File: src/rtl/mc_pkg.sv
// Shared definitions for the multi-cycle sequencing controller:
// MIPS opcode/funct constants, FSM state encodings and decoded instruction classes.
package mc_pkg;

    localparam logic [5:0] OP_R    = 6'b000000;
    localparam logic [5:0] OP_ORI  = 6'b001101;
    localparam logic [5:0] OP_LUI  = 6'b001111;
    localparam logic [5:0] OP_ADDI = 6'b001000;
    localparam logic [5:0] OP_LW   = 6'b100011;
    localparam logic [5:0] OP_LH   = 6'b100001;
    localparam logic [5:0] OP_LB   = 6'b100000;
    localparam logic [5:0] OP_SW   = 6'b101011;
    localparam logic [5:0] OP_SH   = 6'b101001;
    localparam logic [5:0] OP_SB   = 6'b101000;
    localparam logic [5:0] OP_BEQ  = 6'b000100;
    localparam logic [5:0] OP_BNE  = 6'b000101;
    localparam logic [5:0] OP_J    = 6'b000010;
    localparam logic [5:0] OP_JAL  = 6'b000011;
    localparam logic [5:0] FN_JR   = 6'b001000;

    typedef enum logic [2:0] {
        S_IF  = 3'd0,
        S_ID  = 3'd1,
        S_EX  = 3'd2,
        S_MEM = 3'd3,
        S_WB  = 3'd4
    } state_t;

    typedef enum logic [3:0] {
        C_RALU,
        C_IALU,
        C_LOAD,
        C_STORE,
        C_BR,
        C_J,
        C_JAL,
        C_JR,
        C_ILL
    } cls_t;

endpackage

File: src/rtl/mc_decode.sv
// Combinational instruction classifier: maps the IR opcode/funct fields onto the
// coarse class that decides how many states the sequencer walks through.
module mc_decode
    import mc_pkg::*;
(
    input  logic [5:0] opcode,
    input  logic [5:0] funct,
    output cls_t       cls
);

    always_comb begin
        cls = C_ILL;
        case (opcode)
            OP_R:                      cls = (funct == FN_JR) ? C_JR : C_RALU;
            OP_ORI, OP_LUI, OP_ADDI:   cls = C_IALU;
            OP_LW, OP_LH, OP_LB:       cls = C_LOAD;
            OP_SW, OP_SH, OP_SB:       cls = C_STORE;
            OP_BEQ, OP_BNE:            cls = C_BR;
            OP_J:                      cls = C_J;
            OP_JAL:                    cls = C_JAL;
            default:                   cls = C_ILL;
        endcase
    end

endmodule

File: src/rtl/mc_seq_ctrl.sv
// Multi-cycle sequencer for the MIPS datapath: walks IF/ID/EX/MEM/WB, issues the
// PC/IR/GRF/DM strobes, times out stalled memory accesses and keeps perf counters.
module mc_seq_ctrl
    import mc_pkg::*;
#(
    parameter int CNT_W  = 32,
    parameter int MEM_TO = 16
)(
    input  logic             clk,
    input  logic             reset,
    input  logic [5:0]       opcode,
    input  logic [5:0]       funct,
    input  logic             mem_ready,
    output logic             ir_we,
    output logic             pc_we,
    output logic             reg_we,
    output logic             mem_req,
    output logic             mem_we,
    output logic [2:0]       state,
    output logic             illegal,
    output logic             bus_err,
    output logic [CNT_W-1:0] cyc_cnt,
    output logic [CNT_W-1:0] ret_cnt
);

    localparam logic [7:0] WAIT_LAST = 8'(MEM_TO - 1);

    cls_t             cls;
    state_t           state_q, state_d;
    logic [7:0]       wait_q, wait_d;
    logic             illegal_q, illegal_d;
    logic             bus_err_q, bus_err_d;
    logic [CNT_W-1:0] cyc_q, cyc_d;
    logic [CNT_W-1:0] ret_q, ret_d;
    logic             timeout;

    mc_decode u_decode (
        .opcode (opcode),
        .funct  (funct),
        .cls    (cls)
    );

    // The last permitted MEM cycle with no ready abandons the access.
    assign timeout = (state_q == S_MEM) && !mem_ready && (wait_q == WAIT_LAST);

    always_ff @(posedge clk or negedge reset) begin
        if (!reset) begin
            state_q   <= S_IF;
            wait_q    <= '0;
            illegal_q <= 1'b0;
            bus_err_q <= 1'b0;
            cyc_q     <= '0;
            ret_q     <= '0;
        end else begin
            state_q   <= state_d;
            wait_q    <= wait_d;
            illegal_q <= illegal_d;
            bus_err_q <= bus_err_d;
            cyc_q     <= cyc_d;
            ret_q     <= ret_d;
        end
    end

    always_comb begin
        state_d = S_IF;
        case (state_q)
            S_IF: state_d = S_ID;
            S_ID: begin
                case (cls)
                    C_J, C_JR, C_JAL, C_ILL: state_d = S_IF;
                    default:                 state_d = S_EX;
                endcase
            end
            S_EX: begin
                case (cls)
                    C_RALU, C_IALU:  state_d = S_WB;
                    C_LOAD, C_STORE: state_d = S_MEM;
                    default:         state_d = S_IF;
                endcase
            end
            S_MEM: begin
                if (mem_ready)    state_d = (cls == C_STORE) ? S_IF : S_WB;
                else if (timeout) state_d = S_IF;
                else              state_d = S_MEM;
            end
            S_WB:    state_d = S_IF;
            default: state_d = S_IF;
        endcase
    end

    // Strobes are gated by reset so nothing reaches the datapath while it is held.
    always_comb begin
        ir_we   = 1'b0;
        pc_we   = 1'b0;
        reg_we  = 1'b0;
        mem_req = 1'b0;
        mem_we  = 1'b0;
        if (reset) begin
            case (state_q)
                S_IF: ir_we = 1'b1;
                S_ID: begin
                    case (cls)
                        C_J, C_JR, C_ILL: pc_we = 1'b1;
                        C_JAL: begin
                            pc_we  = 1'b1;
                            reg_we = 1'b1;
                        end
                        default: ;
                    endcase
                end
                S_EX: pc_we = (cls == C_BR);
                S_MEM: begin
                    mem_req = 1'b1;
                    mem_we  = (cls == C_STORE);
                    pc_we   = (mem_ready && cls == C_STORE) || timeout;
                end
                S_WB: begin
                    reg_we = 1'b1;
                    pc_we  = 1'b1;
                end
                default: ;
            endcase
        end
    end

    always_comb begin
        wait_d = wait_q;
        if (state_q == S_EX)
            wait_d = '0;
        else if (state_q == S_MEM && !mem_ready && !timeout)
            wait_d = wait_q + 8'd1;
        illegal_d = illegal_q | ((state_q == S_ID) && (cls == C_ILL));
        bus_err_d = bus_err_q | timeout;
        cyc_d     = cyc_q + CNT_W'(1);
        ret_d     = ret_q + CNT_W'(pc_we);
    end

    assign state   = state_q;
    assign illegal = illegal_q;
    assign bus_err = bus_err_q;
    assign cyc_cnt = cyc_q;
    assign ret_cnt = ret_q;

endmodule
File: config.mk
export PLATFORM = sky130hd
export DESIGN_NAME = mc_seq_ctrl
export DESIGN_NICKNAME = d
export VERILOG_FILES = /design/src/rtl/mc_pkg.sv /design/src/rtl/mc_decode.sv /design/src/rtl/mc_seq_ctrl.sv
export SDC_FILE = /design/constraint.sdc
export NUM_CORES = 1
export LEC_CHECK = 0
export ABC_AREA = 1
export CAP_MARGIN = 20
export CORE_MARGIN = 5
export CORE_UTILIZATION = 55
export DETAILED_ROUTE_END_ITERATION = 10
export GPL_TIMING_DRIVEN = 0
export MAX_ROUTING_LAYER = met4
export PLACE_DENSITY = 0.84
export SLEW_MARGIN = 20
export SYNTH_ARGS = -nofsm -noshare
export SYNTH_HDL_FRONTEND = slang
export SYNTH_SLANG_ARGS = --single-unit
export TNS_END_PERCENT = 30
File: constraint.sdc
create_clock -name clk -period 7.3 [get_ports clk]
set_input_delay 1.46 -clock clk [delete_from_list [all_inputs] [get_ports clk]]
set_output_delay 1.46 -clock clk [all_outputs]
set_load 0.005 [all_outputs]
==> metrics.md <==
| Metric | Value |
|---|---|
| CP most frequent cell | nor2_1 |
| Ys Warns | 0 |
| Detailed Route WL | 10100 um |
| CP startpoint kind | input pin |
| Share of cells above drive strength 1 | 8.85% |
| Hpwl dp | 7940 um |
| Register area | 1930 um2 |
| Top_reg_cell synth | dfrtp_1 |
| Postcts setup bufs | 0 |
| Worst-Margin Slew | 0.453 ns |
| CTS resizes | 0 |
| Congestion Overflow GR | 0 |
| Asr flop ratio synth | 100% |
| LEAKAGE | 2.42 nW |
| PortBufs | 87 |
| Cells after Synth | 496 |
| RSZ-0062 raised after global routing | no |
| First-pass DRT Iterations | 5 |
| Total CTS buffers | 9 |
| # DRC | 0 |
| Placer Congestion | 0.942 |
| Max transition margin | 69.5% |
| EDFF count, synth | 0 |
| Clk Latency, worst-skew pair | 0.35 ns |
| CP max stage cell | clkdlybuf4s50_1 |
| Mapped Area | 4170 um2 |
| CP endpoint kind | output port |
| Top routing layer in use | met4 |
| Final nets | 614 |
| Synthesis-stage register bit count | 77 |
| Worst reg-to-reg path cell count | 16 |
| Share of the synthesized area in the top cell type | 46.2% |
| WL/cell | 14.4 um |
| Final Cycle Share | 69.7% |
| Synth area leader | dfrtp_1 |
| Area of the multi-input gates | 2020 um2 |
| Syn avg cell area | 8.41 um2 |
| CTS tree | done |
| Register area share after synthesis | 46.2% |
| CP peak stage delay | 0.55 ns |
| Diode count | 0 |
| Vias per cell | 5.29 |
| Total Routing Usage GR | 22.6% |
| Io pins | 89 |
| PD cells | 189 nW/um2 |
| WP data required | 5.84 ns |
| Syn_nets | 515 |
| DIE WIDTH | 97.1 um |
| Total die area | 9420 um2 |
| Worst Hold Class | reg2reg |
| CP arrival | 3.62 ns |
| Endpoints failing hold | 0 |
| Die Y | 97.1 um |
| Fmax | 0.197 GHz |
| Initial Util | 56.9% |
| CP Cell Sequence | clkdlybuf4s50_1 > nor2_1 > nand3_1 > nor2_1 > nor2_1 > nand3_1 > nand2_1 > a21oi_1 > clkdlybuf4s50_1 |
| Status | finished, final reports clean |
| CTS H-tree lvls | 3 |
| Metal3 WL | 446 um |
| Crit path to | pc_we |
| Clock transition at the registers of the reported paths | 0.07 ns |
| Fin util | 73.8% |
| Vias in the first global route | 3631 |
| Reg-to-reg slack, setup | 4.38 ns |
| Most frequent cell after synthesis | nand2_1 |
| FF-to-FF End | ret_cnt[26] |
| Final setup fails | 0 |
| Fin crit period | 5.08 ns |
| VDD IR max | 0.000119 V |
| Crit path from | opcode[5] |
| Cell Rows | 31 |
| Hold-fix buffers, CTS | 0 |
| Max Cap Viol | 0 |
| Fill count | 559 |
| Clock Skews | 0.0105 ns |
| Drt initial violations | 194 |
| Met1 Wirelength | 4460 um |
| Pin count of the biggest net entering global routing | 59 |
| First-pass GRT wire length | 17200 um |
| R2r startpoint | state[2] |
| Commonest cells in the netlist | nand2_1, dfrtp_1, nor2_1 |
| Slew Viols, Final | 0 |
| Via count | 3695 |
| # clock sinks | 77 |
| TNS Setup | 0 ns |
| Worst-path fanout max | 6 |
| Clock root buffer | clkbuf_8 |
| Top cells by area, synth | dfrtp_1, nand2_1, xor2_1, nor2_1, inv_1 |
| Initial antenna violation count | 0 |
| Critical path type | in2out |
| Met2 routed WL | 5010 um |
| Clock buffer depth | 2 |
| Post-route ant nets | 0 |
| Core area | 7330 um2 |
| Netlist cell types | 31 |
| Layout area overhead | 29.8% |
-- worst max-delay path, delay by kind of cell --
| kind | cells | cell delay, ns |
|---|---|---|
| buffers and inverters | 2 | 0.99 |
| AOI/OAI and AO/OA | 1 | 0.22 |
| and+or+nand+nor | 6 | 0.94 |
-- report_power, final --
group          leakage [nW]  internal, W  total (W)  switching (W)
logic                  1.30    0.0000845   0.000170      0.0000855
registers              1.01     0.000457   0.000495      0.0000379
clock network         0.105     0.000201   0.000359       0.000157
-- area by class of cell --
cell class / instances / area share [%]
clock inverter: 5 / 1.55
clock buffer: 10 / 2.54
tap: 99 / 2.29
buffer: 1 / 0.0925
multi-input combinational: 361 / 37.4
timing repair buffer: 88 / 16.6
sequential: 77 / 35.6
inverter: 57 / 3.95
-- flip-flops by register name, summed over array words and instances, names as in the netlist --
name	count
state	3
wait_q	8
cyc_cnt	32
illegal	1
bus_err	1
ret_cnt	32
-- per-layer routing --
layer | vias to the layer above | track usage (%)
met5 | - | -
met4 | 0 | 8.10
met3 | 18 | 3.95
met2 | 108 | 37.1
met1 | 1773 | 28.1
li1 | 1796 | -
-- through the flow --
stage / total power (W) / cells / hold slack [ns] / area [um2] / setup slack, ns
2_1_floorplan: 0.000572 / 496 / 0.457 / 4170 / 3.46
3_3_place_gp: 0.000664 / 682 / 0.448 / 5160 / 0.00671
3_5_place_dp: 0.000673 / 683 / 0.455 / 5190 / 2.24
4_1_cts: 0.00103 / 698 / 0.473 / 5410 / 2.24
5_1_grt: 0.00107 / 698 / 0.513 / 5410 / 2.00
6_report: 0.00102 / 698 / 0.465 / 5410 / 2.22
-- cell families after synthesis --
logic type	count (synthesis)	share of synthesized area, %
AO/OA/AOI/OAI	15	2.04
XOR/XNOR	59	12.4
AND/OR/NAND/NOR	283	32.9
buffers and inverters	58	5.25
adder cells (fa/ha/maj)	4	1.20
flip-flops	77	46.2
-- cell usage in the layout (no fill, tap or decap), types with 7 or more instances in the layout --
| cell | count |
|---|---|
| nand2_1 | 110 |
| dfrtp_1 | 77 |
| o21ai_0 | 7 |
| nor3_2 | 10 |
| clkbuf_8 | 10 |
| xnor2_1 | 19 |
| nor2_1 | 64 |
| inv_1 | 53 |
| nand3_1 | 28 |
| clkdlybuf4s50_1 | 86 |
| nand4_1 | 19 |
| nor3_1 | 26 |
| xor2_1 | 40 |
-- how the worst min path moves through the flow --
stage / slack, ns / from / to / depth (start not counted)
global route: 0.51 / bus_err / bus_err / 2
CTS: 0.47 / bus_err / bus_err / 2
detailed placement: 0.45 / bus_err / bus_err / 2
finish: 0.46 / bus_err / bus_err / 2
floorplan: 0.46 / bus_err / bus_err / 2
global placement: 0.45 / bus_err / bus_err / 2
Note: power is estimated with default switching activity, not from simulation.
